==> src/rtl/pc_chan_deser_array_pkg.sv <==
// pc_chan_pkg: shared types and sizing helpers for the PC config channel
// deserializer array.
//   lane_state_t : per-lane FSM state (IDLE / ACCUM / FULL)
//   nchunks()    : input chunks needed to build one output word
//   chan_w()     : width of a lane index (at least 1 bit)
package pc_chan_pkg;

  typedef enum logic [1:0] {
    IDLE  = 2'd0,
    ACCUM = 2'd1,
    FULL  = 2'd2
  } lane_state_t;

  function automatic int nchunks(input int n_out, input int nconf);
    return (n_out + nconf - 1) / nconf;
  endfunction

  function automatic int chan_w(input int nchan);
    return (nchan > 1) ? $clog2(nchan) : 1;
  endfunction

endpackage

==> src/rtl/pc_chan_deser_array_if.sv <==
// pc_chan_deser_array_if: bus bundle between the PC parser lanes, the
// deserializer array and the config consumer.
//   in_d/in_v/in_a            : lane chunk stream (lane i at [i*Nconf +: Nconf])
//   out_d/out_chan/out_v/out_a: merged tagged word stream
//   flush/timeout/err_clr     : per-lane control and shared configuration
//   err_sticky/drop_count     : per-lane timeout-drop status
// master = parser/consumer/config side, slave = deserializer array.
interface pc_chan_deser_array_if #(
  parameter int Nconf     = 16,
  parameter int Nchan     = 4,
  parameter int N_OUT     = 51,
  parameter int N_TIMEOUT = 16,
  parameter int N_DROP    = 8
) ();
  import pc_chan_pkg::*;

  localparam int CW = chan_w(Nchan);

  logic [Nchan*Nconf-1:0]  in_d;
  logic [Nchan-1:0]        in_v;
  logic [Nchan-1:0]        in_a;
  logic [N_OUT-1:0]        out_d;
  logic [CW-1:0]           out_chan;
  logic                    out_v;
  logic                    out_a;
  logic [Nchan-1:0]        flush;
  logic [N_TIMEOUT-1:0]    timeout;
  logic [Nchan-1:0]        err_sticky;
  logic                    err_clr;
  logic [Nchan*N_DROP-1:0] drop_count;

  modport master (
    output in_d, in_v, out_a, flush, timeout, err_clr,
    input  in_a, out_d, out_chan, out_v, err_sticky, drop_count
  );

  modport slave (
    input  in_d, in_v, out_a, flush, timeout, err_clr,
    output in_a, out_d, out_chan, out_v, err_sticky, drop_count
  );

endinterface

==> src/rtl/pc_chan_deser_array_lane.sv <==
// pc_chan_lane: one deserializer lane. Packs Nconf-bit chunks (first chunk in
// the LSBs) into an N_OUT-bit word, holds it until the output takes it, and
// discards stale partial words on idle timeout or flush.
//   i_clk, i_rst_n : clock, async active-low reset
//   i_d/i_v/o_a    : chunk stream
//   i_flush        : discard partial word (ignored while FULL)
//   i_timeout      : idle cycles before a partial word is dropped, 0 = off
//   i_err_clr      : clear sticky error
//   i_take         : held word accepted by the output this cycle
//   o_full/o_word  : word ready / word contents
//   o_err/o_drop   : sticky drop flag / saturating drop count
//
// state | meaning
// IDLE  | no chunks held, cnt = 0
// ACCUM | partial word, 0 < cnt < NCHUNKS
// FULL  | complete word held, waiting for output accept
module pc_chan_lane
  import pc_chan_pkg::*;
#(
  parameter int Nconf     = 16,
  parameter int N_OUT     = 51,
  parameter int N_TIMEOUT = 16,
  parameter int N_DROP    = 8
) (
  input  logic                 i_clk,
  input  logic                 i_rst_n,
  input  logic [Nconf-1:0]     i_d,
  input  logic                 i_v,
  output logic                 o_a,
  input  logic                 i_flush,
  input  logic [N_TIMEOUT-1:0] i_timeout,
  input  logic                 i_err_clr,
  input  logic                 i_take,
  output logic                 o_full,
  output logic [N_OUT-1:0]     o_word,
  output logic                 o_err,
  output logic [N_DROP-1:0]    o_drop
);

  localparam int NCH  = nchunks(N_OUT, Nconf);
  localparam int CNTW = (NCH > 1) ? $clog2(NCH) : 1;

  lane_state_t          r_state, w_state_nxt;
  logic                 r_run;
  logic [CNTW-1:0]      r_cnt;
  logic [N_OUT-1:0]     r_hold, w_hold_nxt;
  logic [N_TIMEOUT-1:0] r_idle;
  logic                 r_err;
  logic [N_DROP-1:0]    r_drop;
  logic [N_TIMEOUT:0]   w_idle_inc;
  logic                 w_acc, w_last, w_expire, w_clear;

  // in_a stays low during reset and for the first cycle after release.
  assign o_a        = r_run && (r_state != FULL);
  assign w_acc      = i_v && o_a;
  assign w_last     = (r_cnt == CNTW'(NCH - 1));
  assign w_idle_inc = {1'b0, r_idle} + {{N_TIMEOUT{1'b0}}, 1'b1};
  // Expire on the cycle whose edge completes `timeout` idle cycles; an
  // accepted chunk or a flush in that cycle takes priority.
  assign w_expire   = (r_state == ACCUM) && (i_timeout != '0) && !w_acc && !i_flush &&
                      (w_idle_inc >= {1'b0, i_timeout});
  assign w_clear    = (i_flush && (r_state != FULL)) || w_expire;

  always_comb begin
    w_state_nxt = r_state;
    case (r_state)
      IDLE, ACCUM: begin
        if (i_flush)       w_state_nxt = IDLE;
        else if (w_acc)    w_state_nxt = w_last ? FULL : ACCUM;
        else if (w_expire) w_state_nxt = IDLE;
      end
      FULL:    if (i_take) w_state_nxt = IDLE;
      default: w_state_nxt = IDLE;
    endcase
  end

  always_ff @(posedge i_clk or negedge i_rst_n) begin
    if (!i_rst_n) r_state <= IDLE;
    else          r_state <= w_state_nxt;
  end

  // Chunk k lands at bits [k*Nconf +: Nconf]; bits beyond N_OUT are dropped.
  always_comb begin
    w_hold_nxt = r_hold;
    for (int b = 0; b < N_OUT; b++) begin
      if ((b / Nconf) == int'(r_cnt)) w_hold_nxt[b] = i_d[b % Nconf];
    end
  end

  always_ff @(posedge i_clk or negedge i_rst_n) begin
    if (!i_rst_n) begin
      r_run  <= 1'b0;
      r_cnt  <= '0;
      r_hold <= '0;
      r_idle <= '0;
      r_err  <= 1'b0;
      r_drop <= '0;
    end else begin
      r_run <= 1'b1;
      if (w_clear)    r_cnt <= '0;
      else if (w_acc) r_cnt <= w_last ? '0 : r_cnt + 1'b1;
      if (w_acc && !i_flush) r_hold <= w_hold_nxt;
      if ((r_state != ACCUM) || w_acc) r_idle <= '0;
      else if (r_idle != '1)           r_idle <= r_idle + 1'b1;
      if (w_expire)       r_err <= 1'b1;
      else if (i_err_clr) r_err <= 1'b0;
      if (w_expire && (r_drop != '1)) r_drop <= r_drop + 1'b1;
    end
  end

  assign o_full = (r_state == FULL);
  assign o_word = r_hold;
  assign o_err  = r_err;
  assign o_drop = r_drop;

endmodule

==> src/rtl/pc_chan_deser_array.sv <==
// pc_chan_deser_array: Nchan independent deserializer lanes merged
// round-robin onto one tagged output channel.
//   i_clk   : clock
//   i_reset : asynchronous active-low reset
//   bus     : slave side of pc_chan_deser_array_if (lane streams, merged
//             output, flush/timeout/err_clr, err_sticky/drop_count)
// The grant is registered: a lane that turns FULL at edge t is presented at
// edge t+1. A presented grant is held until out_a; on accept the next FULL
// lane (other than the one just taken) is loaded in the same edge.
module pc_chan_deser_array
  import pc_chan_pkg::*;
#(
  parameter int Nconf     = 16,
  parameter int Nchan     = 4,
  parameter int N_OUT     = 51,
  parameter int N_TIMEOUT = 16,
  parameter int N_DROP    = 8
) (
  input logic                  i_clk,
  input logic                  i_reset,
  pc_chan_deser_array_if.slave bus
);

  localparam int CW = chan_w(Nchan);

  logic [Nchan-1:0]  w_full, w_take, w_in_a, w_err, w_cand;
  logic [N_OUT-1:0]  w_word [Nchan];
  logic [N_DROP-1:0] w_drop [Nchan];
  logic [CW-1:0]     r_ptr, r_gnt, w_nxt, w_start, w_sel;
  logic              r_out_v, w_out_acc, w_found;

  assign w_out_acc = r_out_v && bus.out_a;

  for (genvar gi = 0; gi < Nchan; gi++) begin : g_lane
    pc_chan_lane #(
      .Nconf    (Nconf),
      .N_OUT    (N_OUT),
      .N_TIMEOUT(N_TIMEOUT),
      .N_DROP   (N_DROP)
    ) u_lane (
      .i_clk    (i_clk),
      .i_rst_n  (i_reset),
      .i_d      (bus.in_d[gi*Nconf +: Nconf]),
      .i_v      (bus.in_v[gi]),
      .o_a      (w_in_a[gi]),
      .i_flush  (bus.flush[gi]),
      .i_timeout(bus.timeout),
      .i_err_clr(bus.err_clr),
      .i_take   (w_take[gi]),
      .o_full   (w_full[gi]),
      .o_word   (w_word[gi]),
      .o_err    (w_err[gi]),
      .o_drop   (w_drop[gi])
    );
    assign w_take[gi] = w_out_acc && (r_gnt == CW'(gi));
    assign bus.drop_count[gi*N_DROP +: N_DROP] = w_drop[gi];
  end

  // The lane being taken this edge is still FULL but must not be re-granted.
  assign w_cand  = w_full & ~w_take;
  assign w_nxt   = (r_gnt == CW'(Nchan - 1)) ? '0 : r_gnt + 1'b1;
  assign w_start = w_out_acc ? w_nxt : r_ptr;

  always_comb begin
    w_sel   = w_start;
    w_found = 1'b0;
    for (int k = 0; k < Nchan; k++) begin
      if (!w_found && w_cand[(int'(w_start) + k) % Nchan]) begin
        w_sel   = CW'((int'(w_start) + k) % Nchan);
        w_found = 1'b1;
      end
    end
  end

  always_ff @(posedge i_clk or negedge i_reset) begin
    if (!i_reset) begin
      r_out_v <= 1'b0;
      r_gnt   <= '0;
      r_ptr   <= '0;
    end else begin
      if (!r_out_v || bus.out_a) begin
        r_out_v <= w_found;
        if (w_found) r_gnt <= w_sel;
      end
      if (w_out_acc) r_ptr <= w_start;
    end
  end

  assign bus.out_v      = r_out_v;
  assign bus.out_chan   = r_out_v ? r_gnt : '0;
  assign bus.out_d      = r_out_v ? w_word[r_gnt] : '0;
  assign bus.in_a       = w_in_a;
  assign bus.err_sticky = w_err;

endmodule
==> src/flat_wrapper.sv <==
// flat-port wrapper written by rule: the top's interface ports become plain ports
module pc_chan_deser_array_flat import pc_chan_pkg::*;
#(
  parameter int Nconf     = 16,
  parameter int Nchan     = 4,
  parameter int N_OUT     = 51,
  parameter int N_TIMEOUT = 16,
  parameter int N_DROP    = 8
)
  (i_clk, i_reset, bus_in_d, bus_in_v, bus_out_a, bus_flush, bus_timeout, bus_err_clr, bus_in_a, bus_out_d, bus_out_chan, bus_out_v, bus_err_sticky, bus_drop_count);
  pc_chan_deser_array_if #(.Nconf(Nconf), .Nchan(Nchan), .N_OUT(N_OUT), .N_TIMEOUT(N_TIMEOUT), .N_DROP(N_DROP)) bus_i ();
  input logic i_clk;
  input logic i_reset;
  input wire logic [$bits(bus_i.in_d)-1:0] bus_in_d;
  input wire logic [$bits(bus_i.in_v)-1:0] bus_in_v;
  input wire logic [$bits(bus_i.out_a)-1:0] bus_out_a;
  input wire logic [$bits(bus_i.flush)-1:0] bus_flush;
  input wire logic [$bits(bus_i.timeout)-1:0] bus_timeout;
  input wire logic [$bits(bus_i.err_clr)-1:0] bus_err_clr;
  output wire logic [$bits(bus_i.in_a)-1:0] bus_in_a;
  output wire logic [$bits(bus_i.out_d)-1:0] bus_out_d;
  output wire logic [$bits(bus_i.out_chan)-1:0] bus_out_chan;
  output wire logic [$bits(bus_i.out_v)-1:0] bus_out_v;
  output wire logic [$bits(bus_i.err_sticky)-1:0] bus_err_sticky;
  output wire logic [$bits(bus_i.drop_count)-1:0] bus_drop_count;
  assign bus_i.in_d = bus_in_d;
  assign bus_i.in_v = bus_in_v;
  assign bus_i.out_a = bus_out_a;
  assign bus_i.flush = bus_flush;
  assign bus_i.timeout = bus_timeout;
  assign bus_i.err_clr = bus_err_clr;
  assign bus_in_a = bus_i.in_a;
  assign bus_out_d = bus_i.out_d;
  assign bus_out_chan = bus_i.out_chan;
  assign bus_out_v = bus_i.out_v;
  assign bus_err_sticky = bus_i.err_sticky;
  assign bus_drop_count = bus_i.drop_count;
  pc_chan_deser_array #(.Nconf(Nconf), .Nchan(Nchan), .N_OUT(N_OUT), .N_TIMEOUT(N_TIMEOUT), .N_DROP(N_DROP)) u_core (.i_clk(i_clk), .i_reset(i_reset), .bus(bus_i));
endmodule
==> config.mk <==
export PLATFORM = sky130hd
export DESIGN_NAME = pc_chan_deser_array_flat
export DESIGN_NICKNAME = d
export VERILOG_FILES = /design/src/rtl/pc_chan_deser_array_pkg.sv /design/src/rtl/pc_chan_deser_array_if.sv /design/src/rtl/pc_chan_deser_array_lane.sv /design/src/rtl/pc_chan_deser_array.sv /design/src/flat_wrapper.sv
export SDC_FILE = /design/constraint.sdc
export NUM_CORES = 1
export LEC_CHECK = 0
export CAP_MARGIN = 20
export CORE_ASPECT_RATIO = 0.6
export CORE_MARGIN = 1.5
export CORE_UTILIZATION = 50
export DETAILED_ROUTE_END_ITERATION = 8
export PLACE_DENSITY = 0.75
export SYNTH_ARGS = -nofsm -noshare
export SYNTH_HDL_FRONTEND = slang
export SYNTH_SLANG_ARGS = --single-unit
==> constraint.sdc <==
create_clock -name i_clk -period 5.5 [get_ports i_clk]
set_input_delay 1.65 -clock i_clk [delete_from_list [all_inputs] [get_ports i_clk]]
set_output_delay 1.65 -clock i_clk [all_outputs]
set_load 0.05 [all_outputs]
* After elaboration in Yosys (flattened, before gate mapping)
Index checks and enable logic that the tools add are counted.
** Word-level totals
- Flip-flop bits (word level) :: 326
- Bits of input ports :: 92
- Output and inout port bits :: 94
- Logic and storage cells :: 315
** Cells by class
- $add $sub $neg :: 20
- Order comparisons :: 9
- Equality and inequality tests :: 51
- Mux-type cells :: 74
- Bitwise logic cells :: 6
- Reduce and logical (&&, ||, !) cells :: 115
** Operator list (number)
- $mux 51 :: 3
- $mux 16 :: 8
- $bmux 51 s2 :: 1
- $mux 2 :: 38
- $add 16x1->17 const B :: 4
- $ge 17x16->1 :: 4
- $add 16x1->16 const B :: 4
- $ne 16x16->1 const B :: 4
- $logic_and 1x1->1 :: 44
- $reduce_and 2->1 :: 21
- $add 8x1->8 const B :: 4
- $ne 8x8->1 const B :: 4
- $reduce_bool 2->1 :: 12
- $eq 2x2->1 const B :: 10
- $logic_not 2->1 :: 9
- $eq 2x2->1 const A :: 8
- $mux 1 :: 16
- $ne 2x2->1 const B :: 8
- $ne 4x4->1 const B :: 4
- $pmux 2 s2 :: 4
- $reduce_bool 16->1 :: 1
- $reduce_or 2->1 :: 7
- $add 2x1->2 const B :: 6
- $logic_not 1->1 :: 12
- 13 further kinds :: 39

* Longest topological paths before layout
- Depth after elaboration :: 18
- Mapped depth :: 17

* Modules after synthesis
A second synthesis with hierarchy kept.
** Second synthesis, totals
- Cell total of the unflattened synthesis :: 1505
- Area total of the unflattened synthesis :: 17760.8 um^2
** Modules (own cells, without submodules)
- pc_chan_lane at u_core.g_lane[0].u_lane ... :: instances 3, cells an instance 337, area an instance 3922.5 um^2, seq. area each 2026.9 um^2
- pc_chan_lane at u_core.g_lane[3].u_lane :: instances 1, cells an instance 324, area an instance 3945.0 um^2, seq. area each 2026.9 um^2
- pc_chan_deser_array :: instances 1, cells an instance 170, area an instance 2048.2 um^2, seq. area each 125.1 um^2

* Worst setup path before layout
OpenSTA, ideal clock, no wires.
- Path type :: input -> register
- Start point :: input port bus_timeout[7]
- End point :: register u_core.g_lane[1].u_lane.r_drop[6]
- Setup time :: 128 ps
- Data arrival time :: 3483 ps
- Data required time :: 5372 ps
- Setup slack :: 1889 ps
- Stages :: 9
- Cells stage by stage :: inv_1 ha_1 nand4_1 or4_1 o211ai_2 a21oi_2 nor2b_2 nand4_1 mux2_1
** On the way
- Cells in the longest elaborated chain, start to end :: 6
** Ends and longest elaborated chain
- start: declaration :: line flat_wrapper.sv:18 : input wire logic [$bits(bus_i.timeout)-1:0] bus_timeout;
- branches (longest 4 deep; another with $ge 17x16->1)
- $logic_and 1x1->1 (*) :: line pc_chan_deser_array_lane.sv:60 : assign w_expire = (r_state == ACCUM) && (i_timeout != '0) && !w_acc && !i_flush &&
- $logic_and 1x1->1 (*) :: line pc_chan_deser_array_lane.sv:107 : if (w_expire && (r_drop != '1)) r_drop <= r_drop + 1'b1;
- end signal: assignment :: line pc_chan_deser_array_lane.sv:107
- end: declaration :: line pc_chan_deser_array_lane.sv:49 : logic [N_DROP-1:0] r_drop;
Every way passes the cells marked *.
A chain may end at the register's enable or synchronous reset.

* Worst setup path in the final report
- Start point :: register u_core.r_gnt[0]
- End point :: output port bus_out_d[37]
** On the way
- Cells in the longest elaborated chain, start to end :: 5
** Ends and longest elaborated chain
- start: declaration :: line pc_chan_deser_array.sv:29 : logic [CW-1:0] r_ptr, r_gnt, w_nxt, w_start, w_sel;
- start signal: assignment :: line pc_chan_deser_array.sv:83 : if (w_found) r_gnt <= w_sel;
- $not 2->3 (implied by the code) :: line pc_chan_deser_array.sv:91 : assign bus.out_d = r_out_v ? w_word[r_gnt] : '0;
- $bmux 51 s2 :: line pc_chan_deser_array.sv:91
- $mux 51 (implied by the code) (2 in a row) :: line pc_chan_deser_array.sv:91
- $mux 51 :: line pc_chan_deser_array.sv:91
- end: declaration :: line flat_wrapper.sv:21 : output wire logic [$bits(bus_i.out_d)-1:0] bus_out_d;
No other way between the ends. The select of a mux whose other input is x is not followed.

==> impl_metrics.sql <==
INSERT INTO impl_metrics (metric_group, metric, value, unit) VALUES
('placement', 'gp_congestion', '0.936', ''),
('yosys', 'synth.area.mux_share', '0.209', ''),
('power_and_ir_drop', 'p_leak', '9.58', 'nW'),
('yosys', 'yosysWarnings', '0', ''),
('yosys', 'synthDominantCellAreaShare', '0.475', ''),
('sta', 'layout_worst_path_cycle_share', '0.867', ''),
('yosys', 'postSynthRegisterBits', '326', ''),
('floorplanning', 'coreArea', '0.0338', 'mm²'),
('yosys', 'yosys.cell_count.top_type', 'sky130_fd_sc_hd__dfrtp_1', ''),
('job', 'maxCapViolCount', '0', ''),
('yosys', 'yosys.area_share.adder', '0.0670', ''),
('sta', 'worst_clock_skew', '0.0240', 'ns'),
('detailed_routing', 'antenna_violating_nets_left', '0', ''),
('placement', 'port_buffers', '185', ''),
('global_routing', 'largest_net_degree_at_the_start_of_global_routing', '107', ''),
('sta', 'worst_slew_pin_tran', '0.893', 'ns'),
('sta', 'rsz0062_at_grt', 'no', ''),
('yosys', 'netlist.top_cell.by_area', 'sky130_fd_sc_hd__dfrtp_1', ''),
('worst_setup_path', 'path_max_fanout', '32', ''),
('yosys', 'fraction_of_the_mapped_netlist_area_in_compound_gates', '0.0530', ''),
('yosys', 'postSynthCellCount', '1418', ''),
('yosys', 'synth_enable_flop_cells', '0', ''),
('global_routing', 'wire_length_of_the_first_global_routing_pass', '70100', 'µm'),
('clock_tree', 'post_cts.resized_instances', '0', ''),
('clock_tree', 'worstSkewPairLatency', '0.53', 'ns'),
('sta', 'timing.slew.headroom', '0.405', ''),
('finish', 'stdcell_count', '2081', ''),
('power_and_ir_drop', 'p_total', '7.26', 'mW'),
('detailed_routing', 'initialDrtViolationCount', '845', ''),
('floorplanning', 'initial_utilization', '0.509', ''),
('clock_tree', 'cts_buffers', '34', ''),
('floorplanning', 'design.die.area', '0.0355', 'mm²'),
('clock_tree', 'clk_path_buf_depth', '3', ''),
('clock_tree', 'clkSinkCount', '326', ''),
('worst_hold_path', 'timing.hold.worst.class', 'reg -> reg', ''),
('yosys', 'synthTopCellsByCount', '326 x sky130_fd_sc_hd__dfrtp_1, 205 x sky130_fd_sc_hd__mux2_2, 92 x sky130_fd_sc_hd__ha_1', ''),
('detailed_routing', 'drt-total-wl', '44400', 'µm'),
('worst_setup_path', 'cp.arrival', '3.12', 'ns'),
('sta', 'hold_viol_final', '0', ''),
('sta', 'max_transition_viols_final', '0', ''),
('worst_setup_path', 'start_kind', 'flip-flop', ''),
('detailed_routing', 'vias_per_instance', '5.75', ''),
('sta', 'fmax', '0.210', 'GHz'),
('detailed_routing', 'firstDrtPassIters', '6', ''),
('clock_tree', 'cts_setup_buffers', '0', ''),
('finish', 'layout-drive-gt1-share', '0.222', ''),
('global_routing', 'number_of_global_route_vias_before_repair', '12000', ''),
('yosys', 'nets_in_the_synthesized_netlist', '1602', ''),
('global_routing', 'groute.usage.overall', '0.253', ''),
('worst_setup_path', 'endpoint_kind', 'primary output', ''),
('clock_tree', 'h-tree-depth', '2', ''),
('yosys', 'netlist_top_cells_area', 'sky130_fd_sc_hd__dfrtp_1 47%, sky130_fd_sc_hd__mux2_2 13%, sky130_fd_sc_hd__ha_1 6.7%', ''),
('clock_tree', 'clk_transition_reported_paths', '0.06', 'ns'),
('detailed_routing', 'route.detailed.drc', '0', ''),
('placement', 'placed_cells', '2019', ''),
('detailed_routing', 'num_vias', '12000', ''),
('floorplanning', 'row_count', '52', ''),
('floorplanning', 'num_io_pins', '186', ''),
('yosys', 'yosys.cell_types.count', '70', ''),
('yosys', 'syn_area', '0.0172', 'mm²'),
('sta', 'final.hold.worst_slack', '0.493', 'ns'),
('global_routing', 'antenna_violations_before_repair', '4', ''),
('finish', 'syn2layout_area_growth', '19.7', '%'),
('clock_tree', 'hold_buffers', '0', ''),
('worst_setup_path', 'cp.required', '3.85', 'ns'),
('status', 'run_status', 'finished clean', ''),
('floorplanning', 'floorplan.die.height', '147', 'µm'),
('yosys', 'sequential_element_share_of_the_synthesized_area', '0.475', ''),
('yosys', 'synth_simple_gate_area_share', '0.118', ''),
('yosys', 'dominant_combinational_cell_family_by_area_after_synthesis', 'multiplexers', ''),
('sta', 'setup_viol', '0', '');
==> through the flow <==
stage / util / setup WS, ns / cell area (µm²)
finish: 0.609 / 0.733 / 20600
global route: 0.609 / 0.592 / 20600
CTS: 0.609 / 0.672 / 20600
detailed placement: 0.578 / 1.14 / 19500
global placement: 0.578 / 1.15 / 19500
floorplan: - / 1.89 / 17200
==> layer usage <==
layer,global-route usage,share of wire
met1,0.380,0.48
met2,0.375,0.44
met3,0.0482,0.060
met4,0.0672,0.023
met5,0,0
==> final timing paths <==
check | start | cells after the start | slack, ns | end
setup / recovery | u_core.r_gnt[0] | 4 | 0.73 | bus_out_d[37]
hold / removal | u_core.g_lane[2].u_lane.o_drop[4] | 1 | 0.49 | u_core.g_lane[2].u_lane.o_drop[4]
setup reg to reg | u_core.g_lane[3].u_lane.r_idle[0] | 16 | 1.39 | u_core.g_lane[3].u_lane.o_drop[1]
hold reg to reg | u_core.g_lane[2].u_lane.o_drop[4] | 1 | 0.49 | u_core.g_lane[2].u_lane.o_drop[4]
max in group asynchronous | i_reset | 2 | 3.32 | u_core.g_lane[1].u_lane.o_drop[4]
min in group asynchronous | i_reset | 1 | 1.12 | u_core.g_lane[3].u_lane.o_drop[1]
==> critical path: stages, from the launching register on <==
cell and delay, ns:
sky130_fd_sc_hd__dfrtp_4 0.78, sky130_fd_sc_hd__buf_12 0.31, sky130_fd_sc_hd__mux4_2 0.55, sky130_fd_sc_hd__and2_1 0.19
sky130_fd_sc_hd__clkdlybuf4s50_1 0.70
==> cell usage in the layout (no fill, tap or decap), types with 9 or more instances in the layout <==
| cell type | instances |
|---|---|
| sky130_fd_sc_hd__xor2_1 | 31 |
| sky130_fd_sc_hd__inv_1 | 80 |
| sky130_fd_sc_hd__mux4_2 | 51 |
| sky130_fd_sc_hd__and2_1 | 74 |
| sky130_fd_sc_hd__nand4_1 | 16 |
| sky130_fd_sc_hd__o21ai_0 | 11 |
| sky130_fd_sc_hd__a21oi_1 | 89 |
| sky130_fd_sc_hd__ha_1 | 92 |
| sky130_fd_sc_hd__clkdlybuf4s50_1 | 184 |
| sky130_fd_sc_hd__buf_4 | 19 |
| sky130_fd_sc_hd__nand3_1 | 44 |
| sky130_fd_sc_hd__nand2b_1 | 9 |
| sky130_fd_sc_hd__clkbuf_16 | 34 |
| sky130_fd_sc_hd__nor2_1 | 49 |
| sky130_fd_sc_hd__nor2b_1 | 9 |
| sky130_fd_sc_hd__nor3_1 | 15 |
| sky130_fd_sc_hd__nand2_1 | 65 |
| sky130_fd_sc_hd__clkbuf_1 | 11 |
| sky130_fd_sc_hd__and3_1 | 25 |
| sky130_fd_sc_hd__dfrtp_1 | 324 |
| sky130_fd_sc_hd__mux2_2 | 205 |
| sky130_fd_sc_hd__xnor2_1 | 51 |
==> power by group <==
part	total [mW]	switching, mW	internal [mW]
Combinational	1.70	0.699	0.997
Clock	2.22	0.966	1.25
Sequential	3.34	0.406	2.94
Total	7.26	2.07	5.19
==> logic make-up (layout without fill, tap and decap cells) <==
family	after synthesis	after routing
flip-flops	326	326
buffers and inverters	146	346
AO/OA/AOI/OAI	150	150
AND/OR/NAND/NOR	353	353
multiplexers	268	268
other	1	5
XOR/XNOR	82	82
adder cells (fa/ha/maj)	92	92
==> registers in the layout, summed over array words and instances (netlist names), 2 cells and up <==
| register | cells |
|---|---|
| u_core.r_gnt | 2 |
| u_core.g_lane.u_lane.r_state | 8 |
| u_core.r_ptr | 2 |
| u_core.g_lane.u_lane.r_idle | 64 |
| u_core.g_lane.u_lane.o_word | 204 |
| u_core.g_lane.u_lane.r_cnt | 8 |
| u_core.g_lane.u_lane.o_err | 4 |
| u_core.g_lane.u_lane.o_drop | 32 |
==> cell type report <==
cell class                      instances  area [µm²]
Tap cell                              459         574
Antenna cell                            4        10.0
Clock inverter                          9        97.6
Sequential cell                       326        8160
Timing Repair Buffer                  208        2080
Fill cell                            2662       13200
Inverter                               80         300
Multi-Input combinational cell        946        8390
Clock buffer                           49         947
No activity file was read; power rests on OpenSTA's default activity.
==> variant, RTL diff (config.mk and constraints unchanged) <==
`Nconf` is set to 16 in 4 places; all go to 8.
--- a/src/rtl/pc_chan_deser_array_if.sv
+++ b/src/rtl/pc_chan_deser_array_if.sv
@@ -6,7 +6,7 @@
 //   err_sticky/drop_count     : per-lane timeout-drop status
 // master = parser/consumer/config side, slave = deserializer array.
 interface pc_chan_deser_array_if #(
-  parameter int Nconf     = 16,
+  parameter int Nconf     = 8,
   parameter int Nchan     = 4,
   parameter int N_OUT     = 51,
   parameter int N_TIMEOUT = 16,
--- a/src/rtl/pc_chan_deser_array_lane.sv
+++ b/src/rtl/pc_chan_deser_array_lane.sv
@@ -17,7 +17,7 @@
 module pc_chan_lane
   import pc_chan_pkg::*;
 #(
-  parameter int Nconf     = 16,
+  parameter int Nconf     = 8,
   parameter int N_OUT     = 51,
   parameter int N_TIMEOUT = 16,
   parameter int N_DROP    = 8
--- a/src/rtl/pc_chan_deser_array.sv
+++ b/src/rtl/pc_chan_deser_array.sv
@@ -10,7 +10,7 @@
 module pc_chan_deser_array
   import pc_chan_pkg::*;
 #(
-  parameter int Nconf     = 16,
+  parameter int Nconf     = 8,
   parameter int Nchan     = 4,
   parameter int N_OUT     = 51,
   parameter int N_TIMEOUT = 16,
--- a/src/flat_wrapper.sv
+++ b/src/flat_wrapper.sv
@@ -1,7 +1,7 @@
 // flat-port wrapper written by rule: the top's interface ports become plain ports
 module pc_chan_deser_array_flat import pc_chan_pkg::*;
 #(
-  parameter int Nconf     = 16,
+  parameter int Nconf     = 8,
   parameter int Nchan     = 4,
   parameter int N_OUT     = 51,
   parameter int N_TIMEOUT = 16,
Ports: changed (resized bus_in_d); port bits go from 186 to 154. No check against the original RTL was run, so the function may have changed too.
==> variant against the original RTL <==
Clock power is 9.5% higher. Highest routed layer unchanged. Worst setup slack better by 9.8 ps. Critical path type unchanged. Final area decreased by 0.78%. Total power shrank 14%. Routed wire length is 6.3% higher. Sequential cell count is 4 higher. Cell count grew 0.34%. Area after synthesis is 0.22% higher.
==> variant: results (changes against the original RTL) <==
status: finished clean (unchanged)
layout cell share with drive strength beyond 1: 21.2% (was 22.2%)
Place WS: 952 ps (was 1140 ps)
Pre-antenna DRT Iters: 5 (was 6)
Worst Hold End: u_core.g_lane[2].u_lane.o_err$_DFFE_PN0P_ (was u_core.g_lane[2].u_lane.o_drop[4]$_DFFE_PN0P_)
wl on met1: 22600 um (was 21200 um)
largest fanout on the critical path: 30 (was 32)
number of port buffers: 153 (was 185)
Mapped Cells: 1455 (was 1418)
Worst R2R Start: u_core.g_lane[2].u_lane.r_idle[2]$_DFFE_PN0P_ (was u_core.g_lane[3].u_lane.r_idle[0]$_DFFE_PN0P_)
worst setup path endpoint: bus_out_d[26] (was bus_out_d[37])
sequential fraction of the synthesis area: 48.0% (was 47.5%)
Crit path arrival time: 3110 ps (was 3120 ps)
initial drt markers: 1129 (was 845)
total number of vias: 12300 (was 12000)
Synth area leaders: dfrtp_1, mux2_2, mux4_2 (was dfrtp_1, mux2_2, ha_1)
Placed Cells: 2026 (was 2019)
GP Congestion: 0.916 (was 0.936)
Static Leakage: 0.00978 uW (was 0.00958 uW)
Switch Pwr: 1620 uW (was 2070 uW)
vias in the first global route: 12600 (was 12000)
Hold Crit Start: u_core.g_lane[2].u_lane.o_err$_DFFE_PN0P_ (was u_core.g_lane[2].u_lane.o_drop[4]$_DFFE_PN0P_)
met2 WL: 19900 um (was 19500 um)
Synth top cells by count: dfrtp_1, mux2_2, a21oi_1, inv_1, ha_1 (was dfrtp_1, mux2_2, ha_1, a21oi_1, inv_1)
pin count of the biggest net entering global routing: 97 (was 107)
Clock Sink Count: 330 (was 326)
Setup Skew: 30.2 ps (was 24.0 ps)
variant: changes by cell type after synthesis, sizes merged, moves of 7 or more:
cell / unedited run / this run
clkbuf: 24 / 43
o21ai: 13 / 26
buf: 42 / 11
and2: 74 / 66
nor2: 50 / 65
nand3: 47 / 55
xnor2: 51 / 42
nor3: 19 / 31
xor2: 31 / 40
ha: 92 / 80
a21o: 7 / 14
a21oi: 90 / 100
variant: worst register-to-register path: cells and delay by family, from the launching register on:
family | cells | cell delay (ps)
AND/OR/NAND/NOR | 9 | 2150
multiplexers | 1 | 340
XOR/XNOR | 1 | 140
flip-flops | 1 | 410
AO/OA/AOI/OAI | 2 | 310
adder cells (fa/ha/maj) | 1 | 320
variant: kinds of logic (layout without fill, tap and decap cells):
logic type                 Yosys count  in the layout  share of synthesized area, %
and+or+nand+nor                    389            389                          12.4
DFF                                330            330                          48.0
muxes                              267            267                          20.8
AOI/OAI and AO/OA                  169            169                          5.65
buffers and inverters              137            309                          3.25
xor gates and xnor gates            82             82                          4.17
adders and majority gates           80             80                          5.82
other                                1              3                        0.0218
variant: cell type report:
type,count,area [um^2]
tap,459,574
clock buffer,52,1040
timing repair buffer,166,1680
antenna,2,5.00
clock inverter,8,128
multi-input combinational,988,8400
fill,2634,13400
inverter,83,312
sequential,330,8260
variant: power by group through the flow:
stage                     sequential [uW]  combinational (uW)  clock [uW]
after floorplan                      2770                 748           0
after global placement               2900                 925           0
after detailed placement             2920                 956           0
after CTS                            2870                 963        2470
after global routing                 2910                1030        2580
final                                2880                 957        2430
variant: through the flow:
step,area [um^2],utilization [%],power (uW)
finish,20400,60.4,6260
global route,20400,60.4,6510
CTS,20400,60.4,6310
detailed placement,19200,56.9,3870
global placement,19200,56.9,3820
floorplan,17200,-,3510
